File: src/rtl/instr_fetch_unit.sv
// Fetch stage: owns the PC, reads instruction memory over req/ack, holds the word in the IR
// until downstream accepts it, then computes the fall-through or jump/branch next PC.
module instr_fetch_unit #(
    parameter logic [31:0] PC_RESET = 32'h0000_0000
) (
    input  logic        clk,
    input  logic        rst_n,
    output logic        imem_req,
    output logic [31:0] imem_addr,
    input  logic        imem_ack,
    input  logic [31:0] imem_rdata,
    output logic        ir_valid,
    input  logic        ir_ready,
    output logic [31:0] ir,
    output logic [5:0]  opcode,
    output logic [25:0] imm26,
    output logic [31:0] ir_pc,
    input  logic [31:0] ext_imm,
    input  logic        take_jump
);

    typedef enum logic [0:0] {
        ST_FETCH = 1'b0,
        ST_HOLD  = 1'b1
    } state_e;

    localparam logic [31:0] PC_INIT = PC_RESET & 32'hFFFF_FFFC;

    state_e      state_q, state_d;
    logic        req_q, req_d;
    logic        valid_q, valid_d;
    logic [31:0] pc_q, pc_d;
    logic [31:0] ir_q, ir_d;
    logic [31:0] ir_pc_q, ir_pc_d;

    logic        fetch_done_s;
    logic        accept_s;
    logic [31:0] seq_pc_s;
    logic [31:0] br_off_s;

    // Handshake qualifiers; an ack only counts while a request is actually on the bus.
    always_comb begin
        fetch_done_s = (state_q == ST_FETCH) && req_q && imem_ack;
        accept_s     = (state_q == ST_HOLD) && valid_q && ir_ready;
        seq_pc_s     = ir_pc_q + 32'd4;
        br_off_s     = ext_imm << 2;
    end

    // Next-state, next-PC and IR capture logic.
    always_comb begin
        state_d = state_q;
        req_d   = req_q;
        valid_d = valid_q;
        pc_d    = pc_q;
        ir_d    = ir_q;
        ir_pc_d = ir_pc_q;
        case (state_q)
            ST_FETCH: begin
                if (fetch_done_s) begin
                    ir_d    = imem_rdata;
                    ir_pc_d = pc_q;
                    req_d   = 1'b0;
                    valid_d = 1'b1;
                    state_d = ST_HOLD;
                end else begin
                    // Covers the first cycle after reset, where req is still low.
                    req_d   = 1'b1;
                    valid_d = 1'b0;
                end
            end
            ST_HOLD: begin
                if (accept_s) begin
                    pc_d    = take_jump ? (seq_pc_s + br_off_s) : seq_pc_s;
                    req_d   = 1'b1;
                    valid_d = 1'b0;
                    state_d = ST_FETCH;
                end else begin
                    req_d   = 1'b0;
                    valid_d = 1'b1;
                end
            end
            default: begin
                state_d = ST_FETCH;
                req_d   = 1'b0;
                valid_d = 1'b0;
            end
        endcase
    end

    // State, PC and IR registers with asynchronous reset.
    always_ff @(posedge clk or negedge rst_n) begin
        if (!rst_n) begin
            state_q <= ST_FETCH;
            req_q   <= 1'b0;
            valid_q <= 1'b0;
            pc_q    <= PC_INIT;
            ir_q    <= 32'h0000_0000;
            ir_pc_q <= 32'h0000_0000;
        end else begin
            state_q <= state_d;
            req_q   <= req_d;
            valid_q <= valid_d;
            pc_q    <= pc_d;
            ir_q    <= ir_d;
            ir_pc_q <= ir_pc_d;
        end
    end

    always_comb begin
        imem_req  = req_q;
        imem_addr = pc_q;
        ir_valid  = valid_q;
        ir        = ir_q;
        opcode    = ir_q[31:26];
        imm26     = ir_q[25:0];
        ir_pc     = ir_pc_q;
    end

endmodule

File: config.mk
export PLATFORM = sky130hd
export DESIGN_NAME = instr_fetch_unit
export DESIGN_NICKNAME = d
export VERILOG_FILES = /design/src/rtl/instr_fetch_unit.sv
export SDC_FILE = /design/constraint.sdc
export NUM_CORES = 1
export LEC_CHECK = 0
export ABC_AREA = 1
export BUFFER_PORTS_ARGS = -buffer_cell sky130_fd_sc_hd__buf_2
export CAP_MARGIN = 0
export CORE_MARGIN = 10
export CORE_UTILIZATION = 54
export CTS_CLUSTER_SIZE = 8
export DETAILED_ROUTE_END_ITERATION = 12
export PLACE_DENSITY_LB_ADDON = 0.3
export SLEW_MARGIN = 20
export SYNTH_ARGS = -nofsm -noshare
export SYNTH_HDL_FRONTEND = slang
export SYNTH_SLANG_ARGS = --single-unit
File: constraint.sdc
create_clock -name clk -period 3.6 [get_ports clk]
set_input_delay 0.54 -clock clk [delete_from_list [all_inputs] [get_ports clk]]
set_output_delay 0.54 -clock clk [all_outputs]
set_load 0.02 [all_outputs]
==> reports/results.txt <==
DRC errors left - 0
Nets@finish - 1217
Syn nets - 1060
Finished Core Util - 64.8%
Pwr/cell area - 929 mW/mm^2
Antenna Nets Post-Route - 0
Pin count of the biggest net entering global routing - 53
Logic pwr share - 60.2%
IO Port Bufs - 196
Die area - 0.0180 mm^2
Max-Cap Viols - 0
Vias in the first global route - 6508
All-layer global routing usage - 22.1%
Crit-path max FO - 7
EDFF count, synth - 0
Hold-fix buffers at CTS - 0
Post-synth top area share - 34.7%
Register-to-Register Path Depth - 19
Worst EP arrival - 3.49 ns
Ys flop type - dfrtp_1
Maximum clock frequency - 306 MHz
Antenna Cells - 0
CTS Buf Count - 9
CTS tree - done
R2r endpoint - imem_addr[26]
CP endpoint - imem_addr[26]
Ports - 199
Worst Setup Start Kind - flip-flop
H-tree depth - 3
Core area - 0.0127 mm^2
Num rows - 41
Switch share - 51.4%
Via count - 6667
Post-Syn Area - 0.00706 mm^2
Max Used Layer - met4
Flops & latches, synth - 98
Width of the die - 134 um
Final Hold Fails - 0
Tmin final - 3.27 ns
Proportion of layout cells with a drive suffix above 1 - 25.7%
Final period util - 90.7%
Unique masters post-synth - 40
Post-Route M1 WL - 8.48 mm
Register-to-Register Setup Slack - 0.33 ns
Worst vdd ir - 0.000584 V
Asr flop ratio synth - 100%
Post-DP Area - 0.00796 mm^2
Vias/cell - 5.18
Final TNS setup - 0 ns
Fin. max-slew vios - 0
Commonest non-fill, non-tap cell in the layout - nand2_1
Cell internal pwr - 3.72 mW
Dpl hpwl - 16.7 mm
Top cells by area, synth - dfrtp_1 35%, nand2_1 14%, mux2_2 6.7%
Most frequent cells in the layout - 264 x nand2_1, 195 x buf_2, 124 x inv_1
Post-Synthesis Cells - 953
Worst slack, placed - 0.405 ns
Avg WL per Cell - 15.7 um
Worst-Skew Late Latency - 0.34 ns
Leakage - 4.57 nW
Unrepaired setup endpoints after global routing - false
CTS clock-pin slew for the worst setup and hold paths - 0.07 ns
Switching pwr - 3.94 mW
Synthesis Warnings - 0
Initial antenna violation count - 0
First-pass GRT wire length - 32.4 mm
WL final - 20.2 mm
Crit Path Category - reg2reg
Slew headroom - 31.0%
Initial DRC Count - 524
Reg power frac - 27.9%
Overall power - 7.66 mW
Reg2reg start - ir_pc[2]
Met3 WL - 1.53 mm
Total gr overflow - 0
Status - finished, final reports clean
Effective utilization at floorplan - 55.5%
Placer congestion estimate - 0.968
Hold WC Path Type - in2async
Drt pass-1 iters - 5
CP startpoint - ir_pc[2]
Die Y - 134 um
Largest area contributor in the netlist - dfrtp_1
Critical Path Sink Type - flip-flop
Fin Clk Skew - 0.00454 ns
Max Root-Sink Buffers - 2
Seq/Total Area, Yosys - 34.7%
Root Driver - clkbuf_16
Area Growth Syn to Fin - 16.7%
Tightest Pin Transition - 1.03 ns
Final setup margin - 0.334 ns
Worst endpoint required time - 3.83 ns
Fin area - 0.00824 mm^2
Clock sinks - 98
Setup violators final - 0
Avg Inst Size Synth - 7.41 um^2
WL met2 - 9.76 mm
Clk pwr share - 11.9%
==> through the flow <==
stage,instances,hold WS (ns)
global route,1287,0.255
detailed placement,1271,0.487
global placement,1271,0.485
floorplan,953,0.244
CTS,1287,0.242
finish,1287,0.212
==> flip-flops by register name, summed over array words and instances, names as in the netlist <==
signal / cells
imem_addr: 32
imem_req: 1
ir: 32
ir_pc: 32
ir_valid: 1
==> worst max-delay path: stages (launching register included) <==
cell	delay, ns
dfrtp_1	0.49
ha_1	0.23
inv_1	0.06
nor2_2	0.21
inv_2	0.07
nor2_2	0.10
nand4_2	0.12
nor2_2	0.14
xor2_1	0.20
inv_1	0.10
ha_1	0.37
nand2_1	0.11
nor2_1	0.21
nand2_1	0.10
nor2_1	0.11
nand2_1	0.09
nand4_1	0.10
nand3_1	0.14
nand3_1	0.14
nand2_1	0.08
==> cell families after synthesis <==
kind of cell	count (synthesis)	share of synthesized area (%)
AND/OR/NAND/NOR	439	26.9
buffers and inverters	181	11.5
AO/OA/AOI/OAI	124	9.43
flip-flops	98	34.7
multiplexers	42	6.70
adder cells (fa/ha/maj)	38	6.84
XOR/XNOR	31	3.85
==> power groups by stage <==
| stage | sequential (mW) | combinational, mW | clock [mW] |
|---|---|---|---|
| floorplan | 2.72 | 2.77 | 0 |
| global placement | 2.12 | 4.57 | 0 |
| detailed placement | 2.15 | 4.63 | 0 |
| CTS | 2.13 | 4.65 | 0.920 |
| global route | 2.22 | 5.13 | 0.971 |
| finish | 2.13 | 4.61 | 0.913 |
==> synth_stat cells, types with 2 or more instances <==
cell / instances
xnor2_1: 12
and2_1: 2
nand2_1: 264
nand2_4: 2
inv_2: 3
nand3_1: 62
nor3_1: 6
buf_4: 33
o21bai_1: 5
clkbuf_1: 14
buf_2: 6
o21ai_0: 51
o211ai_1: 4
nor2_1: 67
nor2_2: 12
ha_1: 37
dfrtp_1: 98
nand2_2: 3
mux2_2: 42
a21o_1: 3
o22ai_1: 4
nor2_8: 2
o21ai_1: 3
inv_1: 124
nand4_1: 11
xor2_1: 19
a21oi_1: 51
==> metal layers <==
| metal | vias to the layer above | track usage, % |
|---|---|---|
| li1 | 3339 | - |
| met1 | 3063 | 26.7 |
| met2 | 236 | 37.4 |
| met3 | 29 | 6.27 |
| met4 | 0 | 5.99 |
| met5 | - | 0 |
==> worst min-delay path by stage <==
stage,start,end,slack [ns]
floorplan,rst_n,imem_addr[0],0.24
global placement,imem_addr[20],imem_addr[20],0.49
detailed placement,imem_addr[20],imem_addr[20],0.49
CTS,rst_n,ir_pc[4],0.24
global route,rst_n,ir_pc[4],0.26
finish,rst_n,ir_pc[3],0.21
==> layout make-up <==
| cell class | count | area [um^2] |
|---|---|---|
| Timing Repair Buffer | 200 | 1010 |
| Inverter | 127 | 477 |
| Fill cell | 1239 | 4480 |
| Clock buffer | 11 | 243 |
| Multi-Input combinational cell | 674 | 3810 |
| Tap cell | 172 | 215 |
| Clock inverter | 5 | 36.3 |
| Sequential cell | 98 | 2450 |
==> repair_timing <==
action | 4_1_cts | 5_1_grt
endpoints found under the setup margin | 0 | 1
gates resized for setup | 0 | 1
buffers inserted | 0 | 0
Power figures use the tool's default switching activity.
